File: src/rtl/alu_arbiter.sv
// rtl/alu_arbiter.sv - two-port arbiter sharing one combinational ALU
// Round-robin on contention; each accepted operation runs IDLE -> EXEC -> DONE.
module alu_arbiter (
  input  logic        clk,
  input  logic        reset,
  input  logic        req0,
  input  logic        req1,
  input  logic [31:0] A0,
  input  logic [31:0] B0,
  input  logic [2:0]  op0,
  input  logic [31:0] A1,
  input  logic [31:0] B1,
  input  logic [2:0]  op1,
  output logic        gnt0,
  output logic        gnt1,
  output logic        done0,
  output logic        done1,
  output logic [31:0] C_out,
  output logic        busy,
  output logic [31:0] alu_A,
  output logic [31:0] alu_B,
  output logic [2:0]  alu_ALUOp,
  input  logic [31:0] alu_C
);

  typedef enum logic [1:0] {IDLE, EXEC, DONE} state_t;

  state_t      r_state;
  logic        r_last;
  logic        r_owner;
  logic        r_gnt0;
  logic        r_gnt1;
  logic        r_done0;
  logic        r_done1;
  logic [31:0] r_c_out;
  logic [31:0] r_alu_a;
  logic [31:0] r_alu_b;
  logic [2:0]  r_alu_op;

  logic w_accept;
  logic w_win1;

  // r_last == 1 means port 1 was granted most recently, so port 0 wins a tie.
  assign w_accept = req0 | req1;
  assign w_win1   = req1 & (~req0 | ~r_last);

  always_ff @(posedge clk) begin
    if (reset) begin
      r_state  <= IDLE;
      r_last   <= 1'b1;
      r_owner  <= 1'b0;
      r_gnt0   <= 1'b0;
      r_gnt1   <= 1'b0;
      r_done0  <= 1'b0;
      r_done1  <= 1'b0;
      r_c_out  <= 32'd0;
      r_alu_a  <= 32'd0;
      r_alu_b  <= 32'd0;
      r_alu_op <= 3'd0;
    end else begin
      case (r_state)
        IDLE: begin
          r_done0 <= 1'b0;
          r_done1 <= 1'b0;
          if (w_accept) begin
            r_alu_a  <= w_win1 ? A1  : A0;
            r_alu_b  <= w_win1 ? B1  : B0;
            r_alu_op <= w_win1 ? op1 : op0;
            r_owner  <= w_win1;
            r_last   <= w_win1;
            r_gnt0   <= ~w_win1;
            r_gnt1   <= w_win1;
            r_state  <= EXEC;
          end else begin
            r_gnt0 <= 1'b0;
            r_gnt1 <= 1'b0;
          end
        end
        EXEC: begin
          r_gnt0  <= 1'b0;
          r_gnt1  <= 1'b0;
          r_c_out <= alu_C;
          r_done0 <= ~r_owner;
          r_done1 <= r_owner;
          r_state <= DONE;
        end
        DONE: begin
          r_done0 <= 1'b0;
          r_done1 <= 1'b0;
          r_state <= IDLE;
        end
        default: begin
          r_gnt0  <= 1'b0;
          r_gnt1  <= 1'b0;
          r_done0 <= 1'b0;
          r_done1 <= 1'b0;
          r_state <= IDLE;
        end
      endcase
    end
  end

  assign gnt0      = r_gnt0;
  assign gnt1      = r_gnt1;
  assign done0     = r_done0;
  assign done1     = r_done1;
  assign C_out     = r_c_out;
  assign busy      = (r_state != IDLE);
  assign alu_A     = r_alu_a;
  assign alu_B     = r_alu_b;
  assign alu_ALUOp = r_alu_op;

endmodule

File: config.mk
export PLATFORM = sky130hd
export DESIGN_NAME = alu_arbiter
export DESIGN_NICKNAME = d
export VERILOG_FILES = /design/src/rtl/alu_arbiter.sv
export SDC_FILE = /design/constraint.sdc
export NUM_CORES = 1
export LEC_CHECK = 0
export CAP_MARGIN = 20
export CELL_PAD_IN_SITES_DETAIL_PLACEMENT = 1
export CELL_PAD_IN_SITES_GLOBAL_PLACEMENT = 2
export CORE_MARGIN = 2
export CORE_UTILIZATION = 21
export CTS_CLUSTER_SIZE = 40
export DETAILED_ROUTE_END_ITERATION = 10
export MAX_ROUTING_LAYER = met4
export PLACE_DENSITY_LB_ADDON = 0.1
export SKIP_CTS_REPAIR_TIMING = 1
export SYNTH_ARGS = -nofsm -noshare
export SYNTH_HDL_FRONTEND = slang
export SYNTH_SLANG_ARGS = --single-unit
File: constraint.sdc
create_clock -name clk -period 4.35 [get_ports clk]
set_clock_uncertainty 0.1 [all_clocks]
set_input_delay 0.435 -clock clk [delete_from_list [all_inputs] [get_ports clk]]
set_output_delay 0.435 -clock clk [all_outputs]
set_load 0.02 [all_outputs]
* After elaboration in Yosys (flattened, before gate mapping)
Cells that the tools add are included.
** Word-level totals
- Register bits :: 107
- Input port bits :: 170
- Output and inout bits :: 104
- Word-level logic and storage cells :: 35
** Operators by class
- Equality and inequality tests :: 3
- Mux-type cells :: 9
- Bitwise logic cells :: 8
- Reductions and logical operators :: 4
** Operators with widths (count)
- 32-bit 2-to-1 mux :: 2
- 1-bit inverter :: 5
- 1-bit case mux with 2 select lines :: 2
- 2-bit case mux with 2 select lines :: 1
- 3-bit 2-to-1 mux :: 1
- 2-bit by 1-bit == test with 1-bit output, second input constant :: 1
- 2-bit == test, second input constant :: 1
- 2-bit logical NOT :: 1
- 1-bit 2-to-1 mux :: 2
- 2-bit 2-to-1 mux :: 1
- 2-bit != test, second input constant :: 1
- 1-bit bitwise OR :: 2
- 2-bit AND reduction :: 1
- 2-bit nonzero test :: 1
- 2-bit OR reduction :: 1
- 1-bit AND :: 1

* Depth between registers and ports, before layout
- Word-level depth :: 6
- Mapped depth :: 6

* Worst setup path before layout
No wires, ideal clock.
- Kind :: input -> register
- From :: input req1
- To :: register r_alu_a[10] (netlist: alu_A[10])
- Setup time :: 147 ps
- Arrival :: 1261 ps
- Slack :: 2842 ps
- Stages on the path :: 6
- Path buffers :: 3
- Path through :: or2_1 buf_2 buf_6 buf_4 a21oi_1 a311oi_2
** Between the ends
- Cells in the longest elaborated chain, start to end :: 2
** Ends and longest elaborated chain
- start: declaration :: RTL line 7 : input logic req1,
- 1-bit AND or 1-bit bitwise OR (tied branches) :: RTL line 45, 44
- 32-bit 2-to-1 mux or 2-bit AND reduction (tied branches)
- end signal: assignment :: RTL line 66 : r_alu_a <= w_win1 ? A1 : A0;
- end: declaration :: RTL line 36 : logic [31:0] r_alu_a;
Parallel ways exist; a longest one is shown, timed or not.
A chain may end at the register's enable or synchronous reset.

* Final worst setup path
- From :: input req0
- To :: register r_alu_b[27] (netlist: alu_B[27])
** Between the ends
- Cells in the longest elaborated chain, start to end :: 4
** Ends and longest elaborated chain
- start: declaration :: RTL line 6 : input logic req0,
- 1-bit inverter :: RTL line 45 : assign w_win1 = req1 & (~req0 | ~r_last);
- 1-bit bitwise OR :: RTL line 45
- 1-bit AND :: RTL line 45
- 32-bit 2-to-1 mux :: RTL line 67 : r_alu_b <= w_win1 ? B1 : B0;
- end signal: assignment :: RTL line 67
- end: declaration :: RTL line 37 : logic [31:0] r_alu_b;
Parallel ways exist; a longest one is shown, timed or not.

==> impl_metrics.env <==
export IMPL_status="finished, final reports clean"
export IMPL_maxCapViolCount=0
export IMPL_p_int_mw=2.05
export IMPL_multi_input_area_um2=2180
export IMPL_ys_seq_area_share_pct=46.5
export IMPL_viasPerCell=4.61
export IMPL_mostFrequentLayoutCells="272 x clkdlybuf4s50_1, 201 x nand2_1, 107 x dfxtp_1, 100 x a21oi_1, 37 x a311oi_1"
export IMPL_clk_pin_slew_ps=80
export IMPL_synth_edff_count=0
export IMPL_cts_buffers=9
export IMPL_hpwl_um=12800
export IMPL_synth_seq_cells=107
export IMPL_cts_tree="yes"
export IMPL_period_needed_ps=2390
export IMPL_met3_usage_pct=5.15
export IMPL_placed_area_um2=7470
export IMPL_port_buffers=273
export IMPL_slowest_stage="or2_2"
export IMPL_worstReg2RegEnd="alu_B[5]$_SDFFE_PP0P_"
export IMPL_worstSetupPathType="in -> reg"
export IMPL_syn_avg_cell_area_um2=8.37
export IMPL_grt_busiest_layer="met2"
export IMPL_grt_overflow=0
export IMPL_die_area_um2=23200
export IMPL_p_leak_nw=2.79
export IMPL_initial_core_util_pct=21.3
export IMPL_netlist_area_um2=4610
export IMPL_fin_crit_sh_pct=54.9
export IMPL_fmax_mhz=419
export IMPL_slew_viol_final=0
export IMPL_first_pass_iters=4
export IMPL_grt_max_degree=71
export IMPL_cts_sinks=107
export IMPL_setup_viol=0
export IMPL_critPathRequiredTime_ps=4500
export IMPL_grt_pass1_vias=5377
export IMPL_final_cell_area_um2=7820
export IMPL_drtAntennaViolNets=0
export IMPL_cpLargestDelayFamily="buffers and inverters"
export IMPL_p_total_mw=2.92
export IMPL_clk_insertion_delay_late_ps=350
export IMPL_synth_cell_type_count=25
export IMPL_switchingPower_mw=0.876
export IMPL_vias=4954
export IMPL_grt_first_pass_wirelength_um=30000
export IMPL_ff2ff_path_depth=5
export IMPL_worstReg2RegStart="r_state[1]$_SDFFE_PP0P_"
export IMPL_crit_fanout=38
export IMPL_drt_wl_total_um=19000
export IMPL_die_x_um=152
export IMPL_cts_buffer_depth=2
export IMPL_final_instance_count_excl_fill=1074
export IMPL_critical_path_max_stage_delay_ps=720
export IMPL_antenna_found_initial=1
export IMPL_yosys_warnings=0
export IMPL_end_kind="flip-flop"
export IMPL_worst_slew_pin_slew_ps=994
export IMPL_ys_async_sr_fraction_pct=0
export IMPL_power_frac_seq_pct=38.7
export IMPL_syn_nets=721
export IMPL_drc=0
export IMPL_worst_path_buf_inv=2
export IMPL_path_cells="clkdlybuf4s50_1 -> or2_2 -> buf_4 -> a21oi_1 -> a311oi_1"
export IMPL_io_pins=274
export IMPL_final_common_cell="clkdlybuf4s50_1"
export IMPL_fin_setup_tns_ps=0
export IMPL_arrival_ps=2540
export IMPL_drt_iter0_drc=218
export IMPL_grt_usage_pct=16.7
export IMPL_cts_root_buf="clkbuf_16"
export IMPL_pwr_share_clk_pct=33.1
export IMPL_dp_cells=1057
export IMPL_whs_endpoint="C_out[24]$_SDFFE_PP0N_"
export IMPL_drive_above_1_share_pct=7.94
export IMPL_num_fill_cells=2500
export IMPL_gp_congestion=0.755
export IMPL_switching_share_pct=30.0
export IMPL_fin_ws_ps=1960
export IMPL_htree_num_levels=3
export IMPL_dieHeight_um=152
export IMPL_power_frac_comb_pct=28.2
export IMPL_core_area_um2=21700
export IMPL_nets=958
export IMPL_hold_depth=2
export IMPL_synth_cells=551
export IMPL_finalHoldViolations=0
export IMPL_holdWs_ps=356
export IMPL_min_from="C_out[24]$_SDFFE_PP0N_"
export IMPL_seqCellArea_um2=2140
export IMPL_rsz0062_at_grt="no"
export IMPL_relSlewSlack_pct=33.7
export IMPL_post_route_util_pct=36.1
export IMPL_hp_class="reg -> reg"
export IMPL_area_growth_pct=69.6
export IMPL_wl_per_cell_um=17.7
export IMPL_met1_usage_pct=20.0
export IMPL_rows=54
export IMPL_worstSetupStartpoint="req0"
export IMPL_start_kind="input port"
export IMPL_r2r_slack_ps=2340
export IMPL_grt_use_met2_pct=26.7
export IMPL_pre_cts_ws_ps=1570
export IMPL_p_per_area_nw_per_um2=374
export IMPL_peakVddDrop_mv=0.146
export IMPL_synth_main_ff_cell="dfxtp_1"
how the worst max path moves through the flow:
stage                              to  slack [ps]  depth (start not counted)
2_1_floorplan  alu_A[10]$_SDFFE_PP0P_        2840                          6
3_3_place_gp   alu_B[26]$_SDFFE_PP0P_        1630                          5
3_5_place_dp   alu_B[24]$_SDFFE_PP0P_        1570                          5
4_1_cts        alu_B[27]$_SDFFE_PP0P_        1920                          5
5_1_grt        alu_B[27]$_SDFFE_PP0P_        1760                          5
6_report       alu_B[27]$_SDFFE_PP0P_        1960                          5
layer usage:
layer  up-vias  routed length [µm]
li1       2404                   -
met3        21                1440
met1      2366                8290
met4         0                 373
met5         -                   0
met2       163                8880
power by group through the flow:
stage / sequential, mW / combinational [mW] / clock, mW
2_1_floorplan: 1.26 / 0.302 / 0
3_3_place_gp: 1.15 / 0.824 / 0
3_5_place_dp: 1.15 / 0.834 / 0
4_1_cts: 1.13 / 0.838 / 1.00
5_1_grt: 1.15 / 0.891 / 1.04
6_report: 1.13 / 0.824 / 0.967
cells in the mapped netlist (2+ instances only):
cell type | number | area (µm²)
buf_4 | 4 | 30.0
dfxtp_1 | 107 | 2140
nand2_1 | 201 | 754
a311oi_2 | 30 | 450
buf_2 | 33 | 165
nor2_1 | 3 | 11.3
a311oi_1 | 37 | 324
buf_6 | 5 | 56.3
a21oi_1 | 100 | 500
clkbuf_1 | 13 | 48.8
nor2b_1 | 2 | 12.5
nor3_1 | 3 | 15.0
worst register-to-register path: stages (launching register included):
cell and delay [ps]:
dfxtp_1 380, nor2_4 140, inv_2 80, nor2_4 90, buf_4 720, a311oi_1 310
state kept, by name, summed over array words and instances (netlist names):
name	count
r_state	2
alu_ALUOp	3
C_out	32
r_last	1
done0	1
gnt0	1
alu_B	32
gnt1	1
done1	1
alu_A	32
r_owner	1
cells by family (layout without fill, tap and decap cells):
logic type,Yosys count,after routing,synth area share (%)
buffers and inverters,57,299,6.68
DFF,107,107,46.5
other,0,1,0
and+or+nand+nor,214,214,18.0
muxes,1,1,0.217
AOI/OAI and AO/OA,172,172,28.7
area by class of cell:
| cell class | count | share of cell area [%] |
|---|---|---|
| sequential | 107 | 27.4 |
| clock buffer | 9 | 2.88 |
| antenna | 1 | 0.0320 |
| inverter | 1 | 0.0480 |
| clock inverter | 7 | 1.55 |
| multi-input combinational | 387 | 27.8 |
| tap | 280 | 4.48 |
| timing repair buffer | 282 | 35.8 |
(Power assumes the default switching activity.)
